==> src/rtl/key_matrix_arbiter.sv <==
// Arbiter for the shared single-port PET key-matrix RAM: clears the matrix after reset,
// queues Pi row writes and keeps the selected row's column byte prefetched for PIA1.
module key_matrix_arbiter #(
  parameter int          ROWS        = 10,
  parameter int          FIFO_DEPTH  = 4,
  parameter logic [7:0]  CLEAR_VALUE = 8'hFF,
  parameter logic [15:0] BASE_ADDR   = 16'hE800
) (
  input  logic        clk,
  input  logic        reset,
  input  logic [15:0] pi_addr,
  input  logic [7:0]  pi_data,
  input  logic        pi_write,
  output logic        pi_ready,
  output logic        pi_overflow,
  input  logic [3:0]  row_sel,
  output logic [3:0]  ram_addr,
  output logic        ram_we,
  output logic [7:0]  ram_wdata,
  input  logic [7:0]  ram_rdata,
  output logic [7:0]  kbd_cols,
  output logic        cols_valid,
  output logic        busy
);

  localparam int                PTR_W    = $clog2(FIFO_DEPTH);
  localparam int                CNT_W    = PTR_W + 1;
  localparam logic [CNT_W-1:0]  DEPTH_C  = CNT_W'(FIFO_DEPTH);
  localparam logic [15:0]       ROWS16   = 16'(ROWS);
  localparam logic [4:0]        ROWS5    = 5'(ROWS);
  localparam logic [3:0]        LAST_ROW = 4'(ROWS - 1);

  typedef enum logic [2:0] {
    ST_CLEAR,
    ST_IDLE,
    ST_WRITE,
    ST_READ,
    ST_CAPTURE
  } state_t;

  state_t             state, state_next;
  logic [3:0]         clr_cnt;
  logic               pi_write_q;
  logic [3:0]         row_sel_q;
  logic               refresh_pending;

  logic [3:0]         fifo_row  [FIFO_DEPTH];
  logic [7:0]         fifo_data [FIFO_DEPTH];
  logic [PTR_W-1:0]   wr_ptr, rd_ptr;
  logic [CNT_W-1:0]   count;

  logic [15:0]        addr_off;
  logic               decoded, full, push, pop, overflow_set;
  logic               sel_change, sel_in_range;
  logic               start_read, skip_read;
  logic [3:0]         head_row;
  logic [7:0]         head_data;

  // Pi side has no handshake: each pi_write rising edge is one request, and pi_ready
  // only reports that the queue has room; a request seen while full is dropped.
  assign addr_off     = pi_addr - BASE_ADDR;
  assign decoded      = pi_write && !pi_write_q && (pi_addr >= BASE_ADDR) && (addr_off < ROWS16);
  assign full         = (count == DEPTH_C);
  assign push         = decoded && (!full || pop);
  assign overflow_set = decoded && full && !pop;
  assign pi_ready     = !full;
  assign head_row     = fifo_row[rd_ptr];
  assign head_data    = fifo_data[rd_ptr];
  assign sel_change   = (row_sel != row_sel_q);
  assign sel_in_range = ({1'b0, row_sel_q} < ROWS5);

  // A pending refresh always wins over queued writes so the PIA path never reads stale data.
  always_comb begin
    state_next = state;
    pop        = 1'b0;
    start_read = 1'b0;
    skip_read  = 1'b0;
    case (state)
      ST_CLEAR: if (clr_cnt == LAST_ROW) state_next = ST_IDLE;
      ST_IDLE, ST_WRITE: begin
        state_next = ST_IDLE;
        if (refresh_pending) begin
          if (sel_in_range) begin
            state_next = ST_READ;
            start_read = 1'b1;
          end else begin
            skip_read = 1'b1;
          end
        end else if (count != '0) begin
          state_next = ST_WRITE;
          pop        = 1'b1;
        end
      end
      ST_READ:    state_next = ST_CAPTURE;
      ST_CAPTURE: state_next = ST_IDLE;
      default:    state_next = ST_CLEAR;
    endcase
  end

  always_ff @(posedge clk) begin
    if (reset) begin
      state           <= ST_CLEAR;
      clr_cnt         <= '0;
      pi_write_q      <= 1'b0;
      row_sel_q       <= '0;
      refresh_pending <= 1'b0;
      wr_ptr          <= '0;
      rd_ptr          <= '0;
      count           <= '0;
      pi_overflow     <= 1'b0;
      ram_addr        <= '0;
      ram_we          <= 1'b0;
      ram_wdata       <= '0;
      kbd_cols        <= 8'hFF;
      cols_valid      <= 1'b0;
      busy            <= 1'b1;
    end else begin
      state      <= state_next;
      pi_write_q <= pi_write;
      row_sel_q  <= row_sel;
      ram_we     <= 1'b0;

      if (push) begin
        fifo_row[wr_ptr]  <= addr_off[3:0];
        fifo_data[wr_ptr] <= pi_data;
        wr_ptr            <= wr_ptr + PTR_W'(1);
      end
      if (pop) rd_ptr <= rd_ptr + PTR_W'(1);
      case ({push, pop})
        2'b10:   count <= count + CNT_W'(1);
        2'b01:   count <= count - CNT_W'(1);
        default: count <= count;
      endcase
      if (overflow_set) pi_overflow <= 1'b1;

      if (state == ST_CLEAR) begin
        ram_we    <= 1'b1;
        ram_addr  <= clr_cnt;
        ram_wdata <= CLEAR_VALUE;
        if (clr_cnt == LAST_ROW) begin
          busy            <= 1'b0;
          refresh_pending <= 1'b1;
        end else begin
          clr_cnt <= clr_cnt + 4'd1;
        end
      end

      if (start_read) begin
        ram_addr        <= row_sel_q;
        refresh_pending <= 1'b0;
      end
      // Rows beyond the matrix read as "no key pressed" without touching the RAM.
      if (skip_read) begin
        kbd_cols        <= 8'hFF;
        cols_valid      <= 1'b1;
        refresh_pending <= 1'b0;
      end
      if (pop) begin
        ram_we    <= 1'b1;
        ram_addr  <= head_row;
        ram_wdata <= head_data;
        if (head_row == row_sel_q) begin
          cols_valid      <= 1'b0;
          refresh_pending <= 1'b1;
        end
      end

      // A capture is only trusted if the selection did not move since the read was issued.
      if (state == ST_CAPTURE && !refresh_pending && !sel_change) begin
        kbd_cols   <= ram_rdata;
        cols_valid <= 1'b1;
      end

      if (sel_change) begin
        cols_valid      <= 1'b0;
        refresh_pending <= 1'b1;
      end
    end
  end

endmodule

==> config.mk <==
export PLATFORM = sky130hd
export DESIGN_NAME = key_matrix_arbiter
export DESIGN_NICKNAME = d
export VERILOG_FILES = /design/src/rtl/key_matrix_arbiter.sv
export SDC_FILE = /design/constraint.sdc
export NUM_CORES = 1
export LEC_CHECK = 0
export BUFFER_PORTS_ARGS = -buffer_cell sky130_fd_sc_hd__buf_4
export CAP_MARGIN = 0
export CELL_PAD_IN_SITES_DETAIL_PLACEMENT = 0
export CELL_PAD_IN_SITES_GLOBAL_PLACEMENT = 1
export CORE_MARGIN = 8
export CORE_UTILIZATION = 40
export CTS_CLUSTER_SIZE = 24
export DETAILED_ROUTE_END_ITERATION = 8
export GPL_ROUTABILITY_DRIVEN = 0
export PLACE_DENSITY_LB_ADDON = 0.25
export RECOVER_POWER = 50
export SLEW_MARGIN = 20
export SYNTH_ARGS = -nofsm -noshare
export SYNTH_HDL_FRONTEND = slang
export SYNTH_SLANG_ARGS = --single-unit
==> constraint.sdc <==
create_clock -name clk -period 2.4 [get_ports clk]
set_clock_uncertainty 0.1 [all_clocks]
set_input_delay 0.12 -clock clk [delete_from_list [all_inputs] [get_ports clk]]
set_output_delay 0.12 -clock clk [all_outputs]
set_load 0.02 [all_outputs]
==> metrics <==
status=finished, final reports clean; CP required=~2.4 ns; syn_nets=345; clk sinks=94; PD cells=607 nW/µm²; WL final=8300 µm; synthesized area per cell=roughly 13 µm²; Post-Synthesis Cells=298; Initial Util=0.410; Max FO, Critical Path=6; number of max-cap violations=0; ys async rst share=0; Die Wd=113 µm; sequential area share after synthesis=0.623; Synth cell types=47; Ant. Diodes=0; Peak VDD IR=0.000327 V; share of layout cells above drive strength 1=0.231; DR WL/cell=roughly 15 µm; slew of the pin with the lowest slew margin=0.608 ns; Core ar.=9240 µm²; Row Count=35; leading register cell type out of synthesis=edfxtp_1; Iter 0 DRT Violations=87; Max Buffers Root-to-Sink=2; FF-to-FF path depth=7; crit path DAT=2.33 ns; Final ANT Viol Nets=0; vias per cell=4.94; die footprint=12,800 µm²; GR Overflow Total=0; Total GRT Usage=0.131; H-tree depth=3; setup ws final=between 0.05 and 0.06 ns; r2r endpoint=fifo_row[1][2]$_DFFE_PP_; CTS buffer count=9; RSZ-0062 raised after global routing=yes; end of the critical path=fifo_row[1][2]$_DFFE_PP_; Fmax=0.426 GHz; YS warnings=0; r2r startpoint=pi_write_q$_SDFF_PP0_; DP HPWL=between 5000 and 6000 µm; clk_lat worst skew=~0.36 ns; fin area=4950 µm²; grt met3 use=0.0362; DR DRC count=0; Post-DP Area=4550 µm²; fin crit period=between 2 and 2.5 ns; Layout Nets=449; worst relative slew slack=0.595; Setup crit start=pi_write_q$_SDFF_PP0_; Setup Crit Path Kind=flop to flop; Max stage delay on crit path=0.48 ns; Layout Area Growth over Synthesis=30.7%; slowest CP cell=or4b_4; CTS tree=built; CP Cell Sequence=or4b_4 > nor4b_4 > nand4_1 > nor3_2 > buf_4 > and2_4 > clkbuf_16; antenna violations before repair=0; #FFs+latches synth=94; grt peak-use layer=met2; CP delay by family, top=simple AND/OR/NAND/NOR gates; root buffer cell=clkbuf_8; met1 usage in global routing=0.166; non-filler instance count after layout=536; Critical Path End Type=flop; number of port buffers=63; number of global-route vias before repair=about 2,700; CP Depth=7; via count=2,646; Tot Pwr=3010 µW; dpl cells=around 500; Final Setup Violations=0; io pins=64; HP Class=input port to flop; first-pass GRT wire length=13,400 µm; Mapped Area=3790 µm²; met2 Use GR=0.212; first-pass iteration count of the detailed router=4; crit path buf inv count=2; hold path start=reset; Hold Violations, Final=0; max-slew violation count=0; Pleak=0.00179 µW; Die H=113 µm; largest net degree at the start of global routing=36; Tcrit/Tclk final=0.979; Post-synth EDFFs=48; clock slew at reported path FFs=0.10 ns; Startpoint Class=flop; flop-to-flop setup slack=0.05 ns; Placement Setup Slack=0.0347 ns
[metal layers]
metal | up-vias | wire length, µm
li1 | 1306 | -
met1 | 1275 | 3780
met2 | 61 | 4060
met3 | 4 | 412
met4 | 0 | 50
met5 | - | 0
[repair_timing]
action / in CTS / in global routing
gates resized for setup: 0 / 10
buffers inserted: 0 / 1
setup endpoints to repair: 0 / 49
endpoints found under the hold margin: 61 / 0
hold buffers: 25 / 0
[per-stage QoR]
step	utilization	setup TNS, ns	hold slack, ns
after floorplan	-	0	0.119
after global placement	0.492	0	0.225
after detailed placement	0.492	0	0.228
after CTS	0.542	0	0.0425
after global routing	0.536	-0.601	0.0663
final	0.536	0	0.0641
[logic make-up after synthesis]
family          count (synthesis)  synth area share
simple gates                  109             0.145
flops                          94             0.623
compound gates                 37            0.0690
buf+inv                        20            0.0205
xor+xnor                       15            0.0347
mux                            15            0.0796
fa+ha+maj                       8            0.0284
[flip-flops by register name (all words and copies together), names as in the netlist, 2 cells and up, named ones only]
register and count:
fifo_row 16, state 3, wr_ptr 2, kbd_cols 8, ram_wdata 8, ram_addr 4
fifo_data 32, count 3, row_sel_q 4, rd_ptr 2, clr_cnt 4
[area by class of cell]
type,instances,area [µm²]
multi-input combinational,184,1380
clock buffer,9,124
inverter,9,33.8
timing repair buffer,104,806
fill,822,4290
clock inverter,7,86.3
sequential,94,2360
tap,129,161
[power by group]
part	switching, µW	internal (µW)	leakage [µW]	total [µW]
sequential	19.5	1710	0.000809	1720
combinational	81.6	97.4	0.000868	179
clock	593	509	0.000110	1100
[how the worst min path moves through the flow]
stage | cells after the start | endpoint | slack, ns
after global placement | 1 | fifo_data[2][0]$_DFFE_PP_ | 0.22
after global routing | 2 | pi_overflow$_SDFFE_PP0P_ | 0.07
after floorplan | 0 | fifo_data[0][0]$_DFFE_PP_ | 0.12
after CTS | 2 | clr_cnt[0]$_SDFFE_PP0P_ | 0.04
final | 2 | pi_overflow$_SDFFE_PP0P_ | 0.06
after detailed placement | 1 | fifo_data[2][7]$_DFFE_PP_ | 0.23
[cells in the final DEF, fill, tap and decap left out, types with 2 or more instances in the layout]
cell	netlist	routed
nand4_1	4	4
xnor2_1	11	11
clkbuf_1	9	30
nand2_1	27	27
inv_1	8	8
mux4_2	12	12
mux2i_1	2	2
inv_6	0	2
nor2_1	30	30
o221a_2	3	3
buf_12	0	3
o21ai_0	4	4
buf_4	0	42
o211ai_1	2	2
o22ai_1	9	9
clkbuf_16	0	2
xor2_1	4	4
a21oi_1	7	6
inv_8	0	3
edfxtp_1	48	48
nor3_1	23	22
clkbuf_8	0	9
nand3_1	2	2
dlygate4sd3_1	0	24
clkbuf_4	0	2
and2_4	0	4
nor2b_1	6	6
dfxtp_1	46	45
o21a_1	2	2
ha_1	7	7
[synthesized netlist by cell type (2+ instances only)]
library cell | instances | area (µm²)
a21oi_1 | 7 | 35.0
and2_1 | 5 | 31.3
buf_2 | 2 | 10.0
clkbuf_1 | 9 | 33.8
dfxtp_1 | 46 | 921
edfxtp_1 | 48 | 1440
ha_1 | 7 | 87.6
inv_1 | 8 | 30.0
mux2i_1 | 2 | 20.0
mux4_2 | 12 | 270
nand2_1 | 27 | 101
nand3_1 | 2 | 10.0
nand4_1 | 4 | 25.0
nor2_1 | 30 | 113
nor2b_1 | 6 | 37.5
nor3_1 | 23 | 115
nor4_1 | 2 | 12.5
o211ai_1 | 2 | 15.0
o21a_1 | 2 | 15.0
o21ai_0 | 4 | 20.0
o221a_2 | 3 | 33.8
o22ai_1 | 9 | 56.3
xnor2_1 | 11 | 96.3
xor2_1 | 4 | 35.0
Power figures use the tool's default switching activity.
